`config.mk`:
```
export PLATFORM = sky130hd
export DESIGN_NAME = dfp_burst_arbiter
export DESIGN_NICKNAME = d
export VERILOG_FILES = /design/src/rtl/dfp_burst_arbiter.sv
export SDC_FILE = /design/constraint.sdc
export NUM_CORES = 2
export LEC_CHECK = 0
export CORE_AREA = 2 2 416 418
export DETAILED_ROUTE_END_ITERATION = 8
export DIE_AREA = 0 0 418 420
export PLACE_DENSITY = 0.45
export SLEW_MARGIN = 20
export SYNTH_ARGS = -nofsm -noshare
export SYNTH_HDL_FRONTEND = slang
export SYNTH_SLANG_ARGS = --single-unit
export TNS_END_PERCENT = 10
```
`constraint.sdc`:
```
create_clock -name clk -period 66.6 [get_ports clk]
set_input_delay 13.32 -clock clk [delete_from_list [all_inputs] [get_ports clk]]
set_output_delay 13.32 -clock clk [all_outputs]
set_load 0.02 [all_outputs]
```
`src/rtl/dfp_burst_arbiter.sv`:
```
// dfp_burst_arbiter: memory-side responder for the icache and dcache dfp ports.
// Arbitrates the two caches round-robin, turns each granted 256-bit line
// request into a 4-beat bmem burst, assembles returning read beats and pulses
// the granted cache's resp for one cycle. miss_times counts icache requests
// that lost arbitration at least once.
//
// Handshake: a cache holds its request level and address stable until it sees
// its resp pulse and drops it at that same edge; bmem_read / bmem_write are
// presented continuously and a command or beat is taken only in a cycle with
// bmem_ready=1; read beats are taken on bmem_rvalid=1 with a matching tag.
module dfp_burst_arbiter #(
    parameter int ADDR_WIDTH = 32,
    parameter int BEAT_WIDTH = 64,
    parameter int BEATS      = 4
) (
    input  logic                        clk,
    input  logic                        rst,
    input  logic [ADDR_WIDTH-1:0]       dfp_addr,
    input  logic                        dfp_read,
    output logic [BEAT_WIDTH*BEATS-1:0] dfp_rdata,
    output logic                        dfp_resp,
    input  logic [ADDR_WIDTH-1:0]       dfp_daddr,
    input  logic                        dfp_dread,
    input  logic                        dfp_dwrite,
    input  logic [BEAT_WIDTH*BEATS-1:0] dfp_dwdata,
    output logic [BEAT_WIDTH*BEATS-1:0] dfp_drdata,
    output logic                        dfp_dresp,
    output logic [ADDR_WIDTH-1:0]       bmem_addr,
    output logic                        bmem_read,
    output logic                        bmem_write,
    output logic [BEAT_WIDTH-1:0]       bmem_wdata,
    input  logic                        bmem_ready,
    input  logic [ADDR_WIDTH-1:0]       bmem_raddr,
    input  logic [BEAT_WIDTH-1:0]       bmem_rdata,
    input  logic                        bmem_rvalid,
    output logic [31:0]                 miss_times
);

    localparam int LINE_W = BEAT_WIDTH * BEATS;
    localparam int CNT_W  = (BEATS > 1) ? $clog2(BEATS) : 1;
    localparam logic [ADDR_WIDTH-1:0] LINE_MASK = ADDR_WIDTH'((BEATS * BEAT_WIDTH / 8) - 1);

    typedef enum logic [2:0] {
        IDLE     = 3'd0,
        RD_CMD   = 3'd1,
        RD_WAIT  = 3'd2,
        WR_BURST = 3'd3,
        RESP     = 3'd4
    } state_t;

    state_t                  state_q, state_d;
    // tie_d_q: the dcache wins the next tie. Set after an icache grant,
    // cleared after a dcache grant; out of reset the dcache wins the first tie.
    logic                    tie_d_q, tie_d_d;
    logic                    gnt_d_q, gnt_d_d;     // current transaction belongs to dcache
    logic [ADDR_WIDTH-1:0]   addr_q, addr_d;
    logic [LINE_W-1:0]       line_q, line_d;
    logic [CNT_W-1:0]        beat_q, beat_d;
    logic [LINE_W-1:0]       rdata_q, rdata_d;
    logic [LINE_W-1:0]       drdata_q, drdata_d;
    logic [31:0]             miss_q, miss_d;
    logic                    flag_q, flag_d;       // current icache request already counted

    logic                    i_pend, d_pend, grant_d;
    logic                    last_beat;
    logic [LINE_W-1:0]       line_ins;
    logic [BEAT_WIDTH-1:0]   wbeat;

    // Beat-indexed datapath: line with the incoming read beat inserted, and the outgoing write beat.
    always_comb begin
        line_ins = line_q;
        wbeat    = '0;
        for (int k = 0; k < BEATS; k++) begin
            if (beat_q == CNT_W'(k)) begin
                line_ins[k*BEAT_WIDTH +: BEAT_WIDTH] = bmem_rdata;
                wbeat = line_q[k*BEAT_WIDTH +: BEAT_WIDTH];
            end
        end
    end

    // Next-state, arbitration, beat counting and miss accounting.
    always_comb begin
        state_d  = state_q;
        tie_d_d  = tie_d_q;
        gnt_d_d  = gnt_d_q;
        addr_d   = addr_q;
        line_d   = line_q;
        beat_d   = beat_q;
        rdata_d  = rdata_q;
        drdata_d = drdata_q;
        miss_d   = miss_q;
        flag_d   = flag_q;
        i_pend   = dfp_read;
        d_pend   = dfp_dread | dfp_dwrite;
        grant_d  = d_pend && (!i_pend || tie_d_q);
        last_beat = (beat_q == CNT_W'(BEATS - 1));

        case (state_q)
            IDLE: begin
                if (i_pend || d_pend) begin
                    gnt_d_d = grant_d;
                    tie_d_d = !grant_d;
                    beat_d  = '0;
                    if (grant_d) begin
                        addr_d = dfp_daddr & ~LINE_MASK;
                        // A simultaneous read and write is illegal; the write wins.
                        if (dfp_dwrite) begin
                            line_d  = dfp_dwdata;
                            state_d = WR_BURST;
                        end else begin
                            state_d = RD_CMD;
                        end
                        if (dfp_read && !flag_q) begin
                            flag_d = 1'b1;
                            if (miss_q != 32'hFFFF_FFFF) begin
                                miss_d = miss_q + 32'd1;
                            end
                        end
                    end else begin
                        addr_d  = dfp_addr & ~LINE_MASK;
                        state_d = RD_CMD;
                    end
                end
            end
            RD_CMD: begin
                if (bmem_ready) begin
                    beat_d  = '0;
                    state_d = RD_WAIT;
                end
            end
            RD_WAIT: begin
                // Beats tagged with another address are stragglers and are dropped.
                if (bmem_rvalid && (bmem_raddr == addr_q)) begin
                    line_d = line_ins;
                    if (last_beat) begin
                        state_d = RESP;
                        if (gnt_d_q) begin
                            drdata_d = line_ins;
                        end else begin
                            rdata_d = line_ins;
                        end
                    end else begin
                        beat_d = beat_q + CNT_W'(1);
                    end
                end
            end
            WR_BURST: begin
                if (bmem_ready) begin
                    if (last_beat) begin
                        state_d = RESP;
                    end else begin
                        beat_d = beat_q + CNT_W'(1);
                    end
                end
            end
            RESP: begin
                state_d = IDLE;
                if (!gnt_d_q) begin
                    flag_d = 1'b0;
                end
            end
            default: state_d = IDLE;
        endcase
    end

    // State and datapath registers; reset aborts any burst in flight.
    always_ff @(posedge clk or posedge rst) begin
        if (rst) begin
            state_q  <= IDLE;
            tie_d_q  <= 1'b1;
            gnt_d_q  <= 1'b0;
            addr_q   <= '0;
            line_q   <= '0;
            beat_q   <= '0;
            rdata_q  <= '0;
            drdata_q <= '0;
            miss_q   <= '0;
            flag_q   <= 1'b0;
        end else begin
            state_q  <= state_d;
            tie_d_q  <= tie_d_d;
            gnt_d_q  <= gnt_d_d;
            addr_q   <= addr_d;
            line_q   <= line_d;
            beat_q   <= beat_d;
            rdata_q  <= rdata_d;
            drdata_q <= drdata_d;
            miss_q   <= miss_d;
            flag_q   <= flag_d;
        end
    end

    assign bmem_read  = (state_q == RD_CMD);
    assign bmem_write = (state_q == WR_BURST);
    assign bmem_addr  = addr_q;
    assign bmem_wdata = (state_q == WR_BURST) ? wbeat : '0;
    assign dfp_resp   = (state_q == RESP) && !gnt_d_q;
    assign dfp_dresp  = (state_q == RESP) && gnt_d_q;
    assign dfp_rdata  = rdata_q;
    assign dfp_drdata = drdata_q;
    assign miss_times = miss_q;

endmodule
```
==> impl_metrics.prom <==
# TYPE chip_impl_metric gauge
chip_impl_info{name="crit_slowest_cell",value="sky130_fd_sc_hd__buf_4"} 1
chip_impl_metric{name="cts_resized",unit=""} 0
chip_impl_metric{name="floorplan.rows",unit=""} 152
chip_impl_metric{name="max_slew_margin",unit=""} 0.2592
chip_impl_metric{name="start_util",unit=""} 0.2305
chip_impl_metric{name="slowest_delay",unit="ns"} 0.73
chip_impl_info{name="critical_path.cell_chain",value="inv_1 > ha_4 > buf_4 > buf_4 > a21oi_1 > nor2_1 > a21oi_1 > nor2_1 > clkdlybuf4s50_1"} 1
chip_impl_info{name="worst_hold_path_type",value="reg2reg"} 1
chip_impl_metric{name="remaining_drc_errors",unit=""} 0
chip_impl_metric{name="globalRouteOverflowTotal",unit=""} 0
chip_impl_metric{name="initial_antenna_violation_count",unit=""} 41
chip_impl_metric{name="drv.max_cap_violation_count",unit=""} 0
chip_impl_metric{name="clkSinkCount",unit=""} 835
chip_impl_info{name="cts-root-buf",value="sky130_fd_sc_hd__clkbuf_16"} 1
chip_impl_metric{name="critPathMaxFanout",unit=""} 60
chip_impl_metric{name="first_drt_pass_iteration_count",unit=""} 5
chip_impl_info{name="cp-startpoint",value="beat_q[0]$_DFFE_PP0P_"} 1
chip_impl_metric{name="cts-buffers-inserted",unit=""} 103
chip_impl_metric{name="global_route_wire_length_before_repair",unit="mm"} 268.6
chip_impl_metric{name="synth_enable_flop_cells",unit=""} 0
chip_impl_info{name="setup_repair_after_global_routing_missed_its_margin",value="no"} 1
chip_impl_metric{name="async_reset_ff_frac",unit=""} 1.000
chip_impl_metric{name="timing.clock.skew",unit="ns"} 0.02813
chip_impl_metric{name="maxSlewViolCount",unit=""} 0
chip_impl_metric{name="ys_ff_latch",unit=""} 835
chip_impl_metric{name="clock_latency",unit="ns"} 0.75
chip_impl_metric{name="h-tree-depth",unit=""} 3
chip_impl_metric{name="drt-vias-per-instance",unit=""} 4.873
chip_impl_metric{name="fp.dieH",unit="um"} 420
chip_impl_metric{name="p_leak",unit="nW"} 23.40
chip_impl_metric{name="routed-via-count",unit=""} 31620
chip_impl_metric{name="clock_path_buffers",unit=""} 3
chip_impl_metric{name="power_density",unit="nW/um^2"} 36.29
chip_impl_info{name="synth_area_leaders",value="sky130_fd_sc_hd__dfrtp_1 53%, sky130_fd_sc_hd__mux2_2 15%, sky130_fd_sc_hd__mux2_1 6.7%"} 1
chip_impl_metric{name="final_nets",unit=""} 4591
chip_impl_metric{name="syn_to_final_growth",unit="%"} 40.78
chip_impl_metric{name="avg_synthesized_cell_area",unit="sq um"} 12.23
chip_impl_metric{name="synth-warning-count",unit=""} 0
chip_impl_info{name="hp-start",value="dfp_rdata[117]$_DFFE_PP0P_"} 1
chip_impl_metric{name="globalplace.congestion",unit=""} 0.8468
chip_impl_metric{name="fin_tns_setup",unit="ns"} 0
chip_impl_metric{name="clock_transition_at_the_register_clock_pins_on_the_worst_setup_and_hold_paths_after_cts",unit="ns"} 0.06
chip_impl_metric{name="timing.final.crit_period",unit="ns"} 18.32
chip_impl_metric{name="grtUsageTotal",unit=""} 0.2143
chip_impl_metric{name="setup_violations",unit=""} 0
chip_impl_info{name="timing.critical_path.to_type",value="output port"} 1
chip_impl_metric{name="avgRoutedWirePerCell",unit="um"} 29.82
chip_impl_info{name="worst_setup_path_start_kind",value="register"} 1
chip_impl_metric{name="cp_data_arrival_time",unit="ns"} 5.00
chip_impl_metric{name="final_layout_size_suffix_gt1_frac",unit=""} 0.2216
chip_impl_metric{name="first_iter_violations",unit=""} 2154
chip_impl_info{name="worst-setup-path-type",value="reg2out"} 1
chip_impl_metric{name="final_min_period_over_clock_period",unit=""} 0.2750
chip_impl_metric{name="die_boundary_width",unit="um"} 418
chip_impl_info{name="status",value="finished clean"} 1
chip_impl_info{name="yosysTopAreaCell",value="sky130_fd_sc_hd__dfrtp_1"} 1
chip_impl_info{name="r2r_start",value="bmem_addr[31]$_DFFE_PP0P_"} 1
chip_impl_metric{name="antenna_left",unit=""} 0
chip_impl_metric{name="grt_pass1_vias",unit=""} 32790
chip_impl_metric{name="postCtsHoldBufs",unit=""} 0
chip_impl_metric{name="timing_worst_slew_pin_value",unit="ns"} 1.111
chip_impl_metric{name="worst_ir_drop_vdd",unit="V"} 0.00001981
chip_impl_metric{name="core",unit="sq um"} 171000
chip_impl_metric{name="place.port_buffers",unit=""} 1051
chip_impl_metric{name="yosysUniqueCellTypes",unit=""} 51
chip_impl_info{name="ys_dominant_reg_cell",value="sky130_fd_sc_hd__dfrtp_1"} 1
chip_impl_metric{name="critical_path_required",unit="ns"} 53.28
chip_impl_metric{name="clock.fmax",unit="MHz"} 54.60
chip_impl_metric{name="die-area",unit="sq um"} 175600
chip_impl_metric{name="postLayoutCellArea",unit="sq um"} 55490
chip_impl_metric{name="final-hold-violation-count",unit=""} 0
chip_impl_metric{name="dp.final_hpwl",unit="mm"} 136.9
chip_impl_metric{name="synthCells",unit=""} 3223
chip_impl_metric{name="synthesis.area",unit="sq um"} 39410
chip_impl_metric{name="synth_largest_type_area_fraction",unit=""} 0.5295
chip_impl_info{name="cts_tree",value="yes"} 1
chip_impl_metric{name="placed_cell_area",unit="sq um"} 52160
chip_impl_metric{name="io-pin-count",unit=""} 1067
chip_impl_metric{name="grt_max_degree",unit=""} 144
chip_impl_metric{name="ys_seq_area_frac",unit=""} 0.5302
chip_impl_metric{name="total_routed_length",unit="mm"} 193.5
chip_impl_metric{name="cts_setup_buffers",unit=""} 0
through the flow:
step / worst slack (ns) / hold slack [ns] / util / std cells / power (mW)
6_report: 48.28 / 0.4808 / 0.3245 / 6488 / 2.014
5_1_grt: 48.11 / 0.4934 / 0.3245 / 6485 / 2.119
4_1_cts: 48.21 / 0.4859 / 0.3241 / 6464 / 2.038
3_5_place_dp: 47.43 / 0.4737 / 0.3051 / 6290 / 1.466
3_3_place_gp: 47.47 / 0.4646 / 0.3051 / 6290 / 1.463
2_1_floorplan: 29.82 / 0.4852 / - / 3227 / 1.140
placed cells by master (no fill, tap or decap), drive strengths merged, types with 15 or more instances in the layout:
cell type      synthesis  final
xnor2                 49     49
clkdlybuf4s50          0   1051
clkbuf               177    157
or3                  192    192
nand4                 20     20
buf                  100     57
nor2                 233    233
mux2                 750    750
o32ai                 63     63
nand2                 93     93
and3                  15     15
mux2i                 40     40
nand3                 23     23
a21oi                287    287
nand3b                65     65
diode                  0     23
dfrtp                834    834
o221a                192    192
sequential cells by signal, summed over array words and instances (netlist names):
register,cells
flag_q,1
dfp_drdata,256
tie_d_q,1
state_q,3
beat_q,2
bmem_addr,27
gnt_d_q,1
miss_times,32
line_q,256
dfp_rdata,256
report_power, final:
part	leakage, nW	internal (mW)	switching [mW]
clock network	1.60	0.323	0.237
logic	10.9	0.330	0.438
registers	10.9	0.601	0.0844
total	23.4	1.25	0.760
cells by family after synthesis:
kind of cell | count (synthesis) | synth area share
simple gates | 675 | 0.08854
other cells | 1 | 0.00009514
compound gates | 572 | 0.1106
flops | 835 | 0.5302
xor+xnor | 55 | 0.01222
mux | 790 | 0.2244
buf+inv | 290 | 0.03232
fa+ha+maj | 5 | 0.001587
worst paths after layout:
check                                         endpoint  slack [ns]  cells after the start
hold reg to reg             dfp_rdata[117]$_DFFE_PP0P_        0.48                      1
hold / removal              dfp_rdata[117]$_DFFE_PP0P_        0.48                      1
min in group asynchronous    dfp_rdata[71]$_DFFE_PP0P_       13.15                      2
setup reg to reg             dfp_rdata[94]$_DFFE_PP0P_       61.45                      8
setup / recovery                        bmem_wdata[32]       48.28                      9
max in group asynchronous  dfp_drdata[165]$_DFFE_PP0P_       49.06                      7
cell usage after synthesis (all sizes together) (6+ instances only):
master / n
dfrtp: 834
mux2: 750
a21oi: 287
nor2: 233
o221a: 192
or3: 192
clkbuf: 177
buf: 100
nand2: 93
nand3b: 65
o32ai: 63
xnor2: 49
mux2i: 40
nand3: 23
nand4: 20
and3: 15
o21ai: 14
inv: 13
nor3: 12
nand2b: 8
xor2: 6
worst max-delay path, delay by kind of cell, from the launching register on:
family / cells / cell delay (ns)
compound gates: 2 / 0.20
flops: 1 / 0.47
fa+ha+maj: 1 / 0.56
buf+inv: 4 / 2.27
simple gates: 2 / 0.54
layer usage:
metal | global-route usage | part of all wire | up-vias
met1 | 0.2739 | 0.42 | 16490
li1 | - | - | 13830
met2 | 0.3585 | 0.49 | 1040
met5 | 0 | 0.00040 | -
met3 | 0.04516 | 0.056 | 250
met4 | 0.07086 | 0.031 | 12
layout make-up:
type,instances,area [sq um]
Multi-Input combinational cell,2102,17450
Clock buffer,157,3085
Sequential cell,835,20900
Fill cell,17390,115500
Clock inverter,17,167.7
Tap cell,2233,2794
Timing Repair Buffer,1108,10980
Antenna cell,23,57.56
Inverter,13,56.30
Power figures use the tool's default switching activity.
